File: config.mk
export PLATFORM = sky130hd
export DESIGN_NAME = outport_display_sequencer
export DESIGN_NICKNAME = d
export VERILOG_FILES = /design/src/rtl/outport_display_sequencer.sv
export SDC_FILE = /design/constraint.sdc
export NUM_CORES = 1
export LEC_CHECK = 0
export BUFFER_PORTS_ARGS = -buffer_cell sky130_fd_sc_hd__clkbuf_2
export CORE_MARGIN = 1
export CORE_UTILIZATION = 54
export DETAILED_ROUTE_END_ITERATION = 16
export GPL_TIMING_DRIVEN = 0
export PLACE_DENSITY = 0.75
export SLEW_MARGIN = 40
export SYNTH_ARGS = -nofsm -noshare
export SYNTH_HDL_FRONTEND = slang
export SYNTH_SLANG_ARGS = --single-unit
File: constraint.sdc
create_clock -name clock -period 2.9 [get_ports clock]
set_input_delay 0.29 -clock clock [delete_from_list [all_inputs] [get_ports clock]]
set_output_delay 0.29 -clock clock [all_outputs]
set_load 0.02 [all_outputs]
File: src/rtl/outport_display_sequencer.sv
// Output-port display sequencer: queues CPU output-port writes in a small FIFO and
// presents each byte on disp_data for HOLD_CYCLES clocks, in write order.
module outport_display_sequencer #(
  parameter int unsigned HOLD_CYCLES = 25_000_000,
  parameter int unsigned CNT_W       = 25,
  parameter int unsigned DEPTH       = 4,
  parameter logic [7:0]  RESET_CODE  = 8'h00
) (
  input  logic       clock,
  input  logic       clear,
  input  logic       wr_en,
  input  logic [7:0] wr_data,
  output logic [7:0] disp_data,
  output logic       disp_new,
  output logic       busy,
  output logic       full,
  output logic       overflow
);
  localparam int unsigned AW = $clog2(DEPTH);

  typedef enum logic {IDLE, SHOW} state_t;

  state_t           state_reg, state_next;
  logic [CNT_W-1:0] cnt_reg, cnt_next;
  logic [7:0]       mem [DEPTH];
  logic [AW-1:0]    rd_ptr_reg, wr_ptr_reg;
  logic [AW:0]      count_reg;
  logic [7:0]       disp_data_reg;
  logic             disp_new_reg, overflow_reg;
  logic             pop, push, empty, expire;

  assign empty     = (count_reg == '0);
  assign full      = (count_reg == (AW+1)'(DEPTH));
  assign busy      = (state_reg == SHOW);
  assign expire    = (cnt_reg == CNT_W'(HOLD_CYCLES - 1));
  // A full FIFO still accepts a write on a pop cycle: the popped slot is reused.
  assign push      = wr_en && (!full || pop);
  assign disp_data = disp_data_reg;
  assign disp_new  = disp_new_reg;
  assign overflow  = overflow_reg;

  always_comb begin
    state_next = state_reg;
    cnt_next   = cnt_reg;
    pop        = 1'b0;
    case (state_reg)
      IDLE: begin
        if (!empty) begin
          pop        = 1'b1;
          cnt_next   = '0;
          state_next = SHOW;
        end
      end
      SHOW: begin
        if (!expire) begin
          cnt_next = cnt_reg + 1'b1;
        end else if (!empty) begin
          pop      = 1'b1;
          cnt_next = '0;
        end else begin
          cnt_next   = '0;
          state_next = IDLE;
        end
      end
      default: state_next = IDLE;
    endcase
  end

  // Storage has no reset; validity is tracked entirely by count_reg.
  always_ff @(posedge clock) begin
    if (push) mem[wr_ptr_reg] <= wr_data;
  end

  always_ff @(posedge clock) begin
    if (clear) begin
      state_reg     <= IDLE;
      cnt_reg       <= '0;
      rd_ptr_reg    <= '0;
      wr_ptr_reg    <= '0;
      count_reg     <= '0;
      disp_data_reg <= RESET_CODE;
      disp_new_reg  <= 1'b0;
      overflow_reg  <= 1'b0;
    end else begin
      state_reg    <= state_next;
      cnt_reg      <= cnt_next;
      disp_new_reg <= pop;
      if (push) wr_ptr_reg <= wr_ptr_reg + 1'b1;
      if (pop) begin
        rd_ptr_reg    <= rd_ptr_reg + 1'b1;
        disp_data_reg <= mem[rd_ptr_reg];
      end
      case ({push, pop})
        2'b10:   count_reg <= count_reg + 1'b1;
        2'b01:   count_reg <= count_reg - 1'b1;
        default: count_reg <= count_reg;
      endcase
      if (wr_en && !push) overflow_reg <= 1'b1;
    end
  end
endmodule
==> results of run 1 <==
-- through the flow --
stage / hold WS [ps] / setup TNS, ps / setup WS (ps) / power (mW) / utilization
2_1_floorplan: 389 / 0 / 45.2 / 2.13 / -
5_1_grt: 132 / -9.90 / -9.90 / 3.47 / 0.653
3_3_place_gp: 454 / -470 / -353 / 2.43 / 0.608
4_1_cts: 127 / 0 / 34.5 / 3.28 / 0.648
6_report: 141 / 0 / 98.6 / 3.30 / 0.653
3_5_place_dp: 471 / -486 / -350 / 2.45 / 0.608
-- cells in the final DEF (no fill, tap or decap), drive strengths merged, types with 3 or more instances in the layout --
cell type  netlist  layout
a21o             3       3
a21oi           20      20
a311oi          13      13
a31oi            9       9
a41oi            6       6
and2             8       8
and3             6       6
buf              9      15
clkbuf          16      45
dfxtp           43      43
edfxtp          32      32
ha               5       5
inv              7      12
mux4             8       8
nand2           22      22
nand2b           6       6
nand3           21      21
nand4            5       5
nor2            17      17
nor3             7       7
nor4             3       3
nor4b            3       3
o21ai           15      15
or3              4       4
-- per-layer routing --
metal	GRT usage	vias up
li1	-	1316
met1	0.295	1318
met2	0.418	59
met3	0.0681	8
met4	0.118	0
met5	0	-
-- cell type report --
cell class | instances | area [µm²] | area share
Sequential cell | 75 | 1830 | 0.462
Buffer | 24 | 115 | 0.0291
Inverter | 7 | 26.3 | 0.00664
Timing Repair Buffer | 27 | 153 | 0.0385
Clock inverter | 7 | 75.1 | 0.0190
Multi-Input combinational cell | 215 | 1540 | 0.390
Clock buffer | 9 | 124 | 0.0313
Tap cell | 75 | 93.8 | 0.0237
-- worst max path at each step --
| stage | end |
|---|---|
| 2_1_floorplan | count_reg[2]$_SDFFE_PP0P_ |
| 3_3_place_gp | count_reg[2]$_SDFFE_PP0P_ |
| 3_5_place_dp | count_reg[2]$_SDFFE_PP0P_ |
| 4_1_cts | count_reg[2]$_SDFFE_PP0P_ |
| 5_1_grt | count_reg[2]$_SDFFE_PP0P_ |
| 6_report | count_reg[2]$_SDFFE_PP0P_ |
-- timing repair --
action | in CTS | in global routing
setup endpoints to repair | 2 | 2
pin swaps | 4 | 2
setup buffers | 3 | 4
resized for setup | 6 | 1
-- kinds of logic (layout without fill, tap and decap cells) --
| logic type | after synthesis | in the layout | synth area share |
|---|---|---|---|
| xor+xnor | 1 | 1 | 0.00251 |
| mux | 12 | 12 | 0.0639 |
| buf+inv | 32 | 74 | 0.0416 |
| simple gates | 110 | 110 | 0.172 |
| compound gates | 86 | 86 | 0.173 |
| fa+ha+maj | 6 | 6 | 0.0237 |
| flops | 75 | 75 | 0.523 |
-- power breakdown --
| part | switching (mW) | internal (mW) |
|---|---|---|
| combinational | 0.746 | 0.439 |
| clock | 0.452 | 0.341 |
| sequential | 0.0881 | 1.23 |
| total | 1.29 | 2.01 |
==> impl_metrics.env, run 1 <==
export IMPL_status="finished clean"
export IMPL_die_x_um=82.3
export IMPL_gr_total_overflow=0
export IMPL_met2WireLength_um=3810
export IMPL_num_antenna_cells=0
export IMPL_rr_endpoint="count_reg[2]$_SDFFE_PP0P_"
export IMPL_clock_skew_ps=6.45
export IMPL_wl_per_cell_um=17.0
export IMPL_grt_max_degree=18
export IMPL_synth_area_top_cells="edfxtp_1 (28%), dfxtp_1 (25%), mux4_2 (5.2%)"
export IMPL_finalHoldViolations=0
export IMPL_totalWireLength_um=7470
export IMPL_post_layout_nonfiller_instances=439
export IMPL_post_route_cell_area_um2=3960
export IMPL_crit_required_ps=3200
export IMPL_grt_pass1_vias=2568
export IMPL_yosys_top_cells_count="dfxtp_1 (43), edfxtp_1 (32), nand2_1 (22), nand3_1 (21), a21oi_1 (19)"
export IMPL_drc=0
export IMPL_irDropWorstVdd_mv=0.600
export IMPL_synth_seq_cells=75
export IMPL_grt_pass1_wl_um=12200
export IMPL_whs_path_depth=1
export IMPL_place_inst=417
export IMPL_netlist_instances=322
export IMPL_ys_seq_area_frac=0.523
export IMPL_min_to="mem[2][3]$_DFFE_PP_"
export IMPL_cts_made_buffers=9
export IMPL_dieArea_um2=6780
export IMPL_cts_tree="yes"
export IMPL_syn_area_per_cell_um2=10.8
export IMPL_fillCellCount=484
export IMPL_post_route_period_util=0.966
export IMPL_yosysWarnings=0
export IMPL_highest_layer="met4"
export IMPL_firstDrtPassIters=4
export IMPL_yosysTopAreaCell="edfxtp_1"
export IMPL_dp_hpwl_um=5130
export IMPL_leakage_nw=1.36
export IMPL_worst_pin_slew_ps=674
export IMPL_finalMaxSlewViolations=0
export IMPL_ys_types=57
export IMPL_relSlewSlack=0.551
export IMPL_gp_congestion=0.816
export IMPL_path_clk_slew_ps=90
export IMPL_endpoint_kind="flop"
export IMPL_cts_max_level=3
export IMPL_drt_iter0_drc=177
export IMPL_timing_fmax_mhz=357
export IMPL_syn_nets=339
export IMPL_crit_buf_inv=1
export IMPL_path_class="reg -> reg"
export IMPL_path_depth=9
export IMPL_cp_top_family="simple AND/OR/NAND/NOR gates"
export IMPL_maxCapViolCount=0
export IMPL_period_needed_ps=2800
export IMPL_p_per_area_nw_per_um2=833
export IMPL_yosysTopAreaCellShare=0.276
export IMPL_wl_met3_um=355
export IMPL_ant_nets=0
export IMPL_r2r_cells=9
export IMPL_drive_above_1_share=0.184
export IMPL_start_util=0.575
export IMPL_largest_register_ffs=32
export IMPL_cts_sinks=75
export IMPL_r2r_start="cnt_reg[0]$_SDFFE_PP0P_"
export IMPL_cts_buffer_depth=2
export IMPL_setup_viol=0
export IMPL_core_um2=6060
export IMPL_synth_async_reset_ratio=0
export IMPL_wl_met1_um=3210
export IMPL_crit_fanout=5
export IMPL_cts_root_buf="clkbuf_8"
export IMPL_synth_edf_count=32
export IMPL_startpoint="cnt_reg[0]$_SDFFE_PP0P_"
export IMPL_dpl_instance_area_um2=3690
export IMPL_grt_usage=0.249
export IMPL_yosys_most_used_dff="dfxtp_1"
export IMPL_rrSetupSlack_ps=100
export IMPL_crit_top_cell="nand4_1"
export IMPL_worstPathCellList="ha_4 > nor4bb_1 > nand4_1 > o31ai_4 > buf_6 > nand3_1 > fa_2 > or4b_2 > nand4_1"
export IMPL_min_from="wr_data[3]"
export IMPL_die_h_um=82.3
export IMPL_viasPerCell=6.15
export IMPL_critPathSlowestCell="or4b_2"
export IMPL_yosys_cell_count_top_type="dfxtp_1"
export IMPL_num_rows=28
export IMPL_holdBufCountCts=0
export IMPL_hp_class="in -> reg"
export IMPL_syn_area_um2=3490
export IMPL_critPathLaunchType="flop"
export IMPL_port_buffers=20
export IMPL_num_vias=2701
export IMPL_max_stage_delay_ps=630
export IMPL_area_growth_syn_to_layout_pct=13.6
export IMPL_antenna_found_initial=0
export IMPL_nets=376
export IMPL_cp_arrival_ps=3100
export IMPL_clock_latency_ps=360
export IMPL_io_pins=23
Power figures use the tool's default switching activity.
==> run 2, diff against run 1 <==
--- a/config.mk
+++ b/config.mk
@@ -11,6 +11,7 @@
 export DETAILED_ROUTE_END_ITERATION = 16
 export GPL_TIMING_DRIVEN = 0
 export PLACE_DENSITY = 0.75
+export SETUP_SLACK_MARGIN = 0.4
 export SLEW_MARGIN = 40
 export SYNTH_ARGS = -nofsm -noshare
 export SYNTH_HDL_FRONTEND = slang
==> impl_metrics.env, run 2 (same netlist as run 1, synthesis figures left out) <==
export IMPL_drive_above_1_share=0.203
export IMPL_p_per_area_nw_per_um2=856
export IMPL_r2r_start="cnt_reg[1]$_SDFFE_PP0P_"
export IMPL_final_common_cell="dfxtp_1"
export IMPL_maxCapViolCount=0
export IMPL_finalHoldViolations=0
export IMPL_grt_usage=0.261
export IMPL_min_from="wr_data[6]"
export IMPL_cts_made_buffers=9
export IMPL_cts_max_level=3
export IMPL_clock_skew_ps=9.28
export IMPL_status="finished clean"
export IMPL_post_route_period_util=0.882
export IMPL_grt_pass1_wl_um=12600
export IMPL_setup_viol=0
export IMPL_max_stage_delay_ps=510
export IMPL_num_rows=28
export IMPL_final_cell_mix="dfxtp_1 (40), edfxtp_1 (32), nand2_1 (21)"
export IMPL_drt_iter0_drc=267
export IMPL_cp_arrival_ps=2850
export IMPL_whs_path_depth=1
export IMPL_cp_top_family="simple AND/OR/NAND/NOR gates"
export IMPL_dp_hpwl_um=5420
export IMPL_viasPerCell=6.28
export IMPL_area_growth_syn_to_layout_pct=15.7
export IMPL_num_vias=2759
export IMPL_rrSetupSlack_ps=340
export IMPL_path_class="reg -> reg"
export IMPL_power_total_mw=3.45
export IMPL_timing_fmax_mhz=391
export IMPL_nets=376
export IMPL_drc=0
export IMPL_hp_class="in -> reg"
export IMPL_irDropWorstVdd_mv=0.525
export IMPL_io_pins=23
export IMPL_largest_register_ffs=32
export IMPL_leakage_nw=1.38
export IMPL_critPathSlowestCell="or4b_4"
export IMPL_clock_latency_ps=350
export IMPL_grt_pass1_vias=2539
export IMPL_post_route_util=0.665
export IMPL_gr_total_overflow=0
export IMPL_ant_nets=0
export IMPL_dieArea_um2=6780
export IMPL_startpoint="cnt_reg[1]$_SDFFE_PP0P_"
export IMPL_die_x_um=82.3
export IMPL_crit_buf_inv=2
export IMPL_wl_per_cell_um=18.4
export IMPL_start_util=0.575
export IMPL_grt_max_degree=15
export IMPL_worst_pin_slew_ps=776
export IMPL_rr_endpoint="count_reg[2]$_SDFFE_PP0P_"
export IMPL_num_antenna_cells=0
export IMPL_relSlewSlack=0.483
export IMPL_firstDrtPassIters=4
export IMPL_critPathLaunchType="flop"
export IMPL_finalMaxSlewViolations=0
export IMPL_hold_ws_ps=152
export IMPL_gp_congestion=0.807
export IMPL_cts_tree="yes"
export IMPL_cts_buffer_depth=2
export IMPL_min_to="mem[1][6]$_DFFE_PP_"
export IMPL_holdBufCountCts=0
export IMPL_crit_fanout=5
export IMPL_port_buffers=20
export IMPL_r2r_cells=10
export IMPL_post_route_cell_area_um2=4030
export IMPL_cts_root_buf="clkbuf_8"
export IMPL_die_h_um=82.3
export IMPL_rsz0062_at_grt="true"
export IMPL_crit_top_cell="nand4_1"
export IMPL_worstPathCellList="ha_4 > nor4bb_4 > nand4_1 > o31ai_4 > buf_6 > buf_8 > nand3_2 > fa_2 > or4b_4 > nand4_1"
export IMPL_cts_sinks=75
export IMPL_dpl_instance_area_um2=3710
export IMPL_totalWireLength_um=8090
export IMPL_core_um2=6060
export IMPL_path_clk_slew_ps=80
export IMPL_crit_required_ps=3190
export IMPL_endpoint_kind="flop"
export IMPL_period_needed_ps=2560
export IMPL_antenna_found_initial=0
==> run 2: timing repair <==
item                       in CTS  in global routing
resized for setup               8                  8
setup endpoints to repair      18                 34
gates cloned                    0                  0
pin swaps                       4                  3
setup buffers                   6                  0
==> run 2: area by class of cell <==
type                       instances  area [µm²]
inverter                           7        26.3
timing repair buffer              26         145
clock inverter                     6        93.8
sequential                        75        1830
tap                               75        93.8
buffer                            25         130
fill                             491        2030
multi-input combinational        215        1590
clock buffer                      10         128
==> run 2: worst register-to-register path: stages, from the launching register on <==
cell	delay (ps)
dfxtp_4	370
ha_4	150
nor4bb_4	180
nand4_1	230
o31ai_4	270
buf_6	140
buf_8	90
nand3_2	70
fa_2	390
or4b_4	520
nand4_1	80
==> run 2: routing by layer <==
layer | GRT usage | share of wire
met2 | 0.413 | 0.46
met3 | 0.0582 | 0.074
met1 | 0.354 | 0.45
met4 | 0.0895 | 0.015
met5 | 0 | 0
==> run 2: report_power, final <==
group          switching [mW]  total (mW)  leakage [nW]  internal, mW
Clock                   0.409       0.903         0.108         0.494
Combinational           0.794        1.24         0.630         0.450
Sequential             0.0751        1.31         0.645          1.23
Total                    1.28        3.45          1.38          2.18
==> run 2: worst max path at each step <==
stage	to	slack (ps)	cells past startpoint
floorplan	count_reg[2]$_SDFFE_PP0P_	320	10
global placement	count_reg[2]$_SDFFE_PP0P_	-60	10
detailed placement	count_reg[2]$_SDFFE_PP0P_	-70	10
CTS	mem[3][0]$_DFFE_PP_	300	8
global route	count_reg[2]$_SDFFE_PP0P_	270	10
finish	count_reg[2]$_SDFFE_PP0P_	340	10
==> run 2: through the flow <==
| step | std cells | setup TNS, ps | setup slack (ps) |
|---|---|---|---|
| floorplan | 322 | 0 | 316 |
| global placement | 417 | -60.3 | -60.3 |
| detailed placement | 417 | -74.7 | -74.7 |
| CTS | 439 | 0 | 304 |
| global route | 439 | 0 | 268 |
| finish | 439 | 0 | 341 |
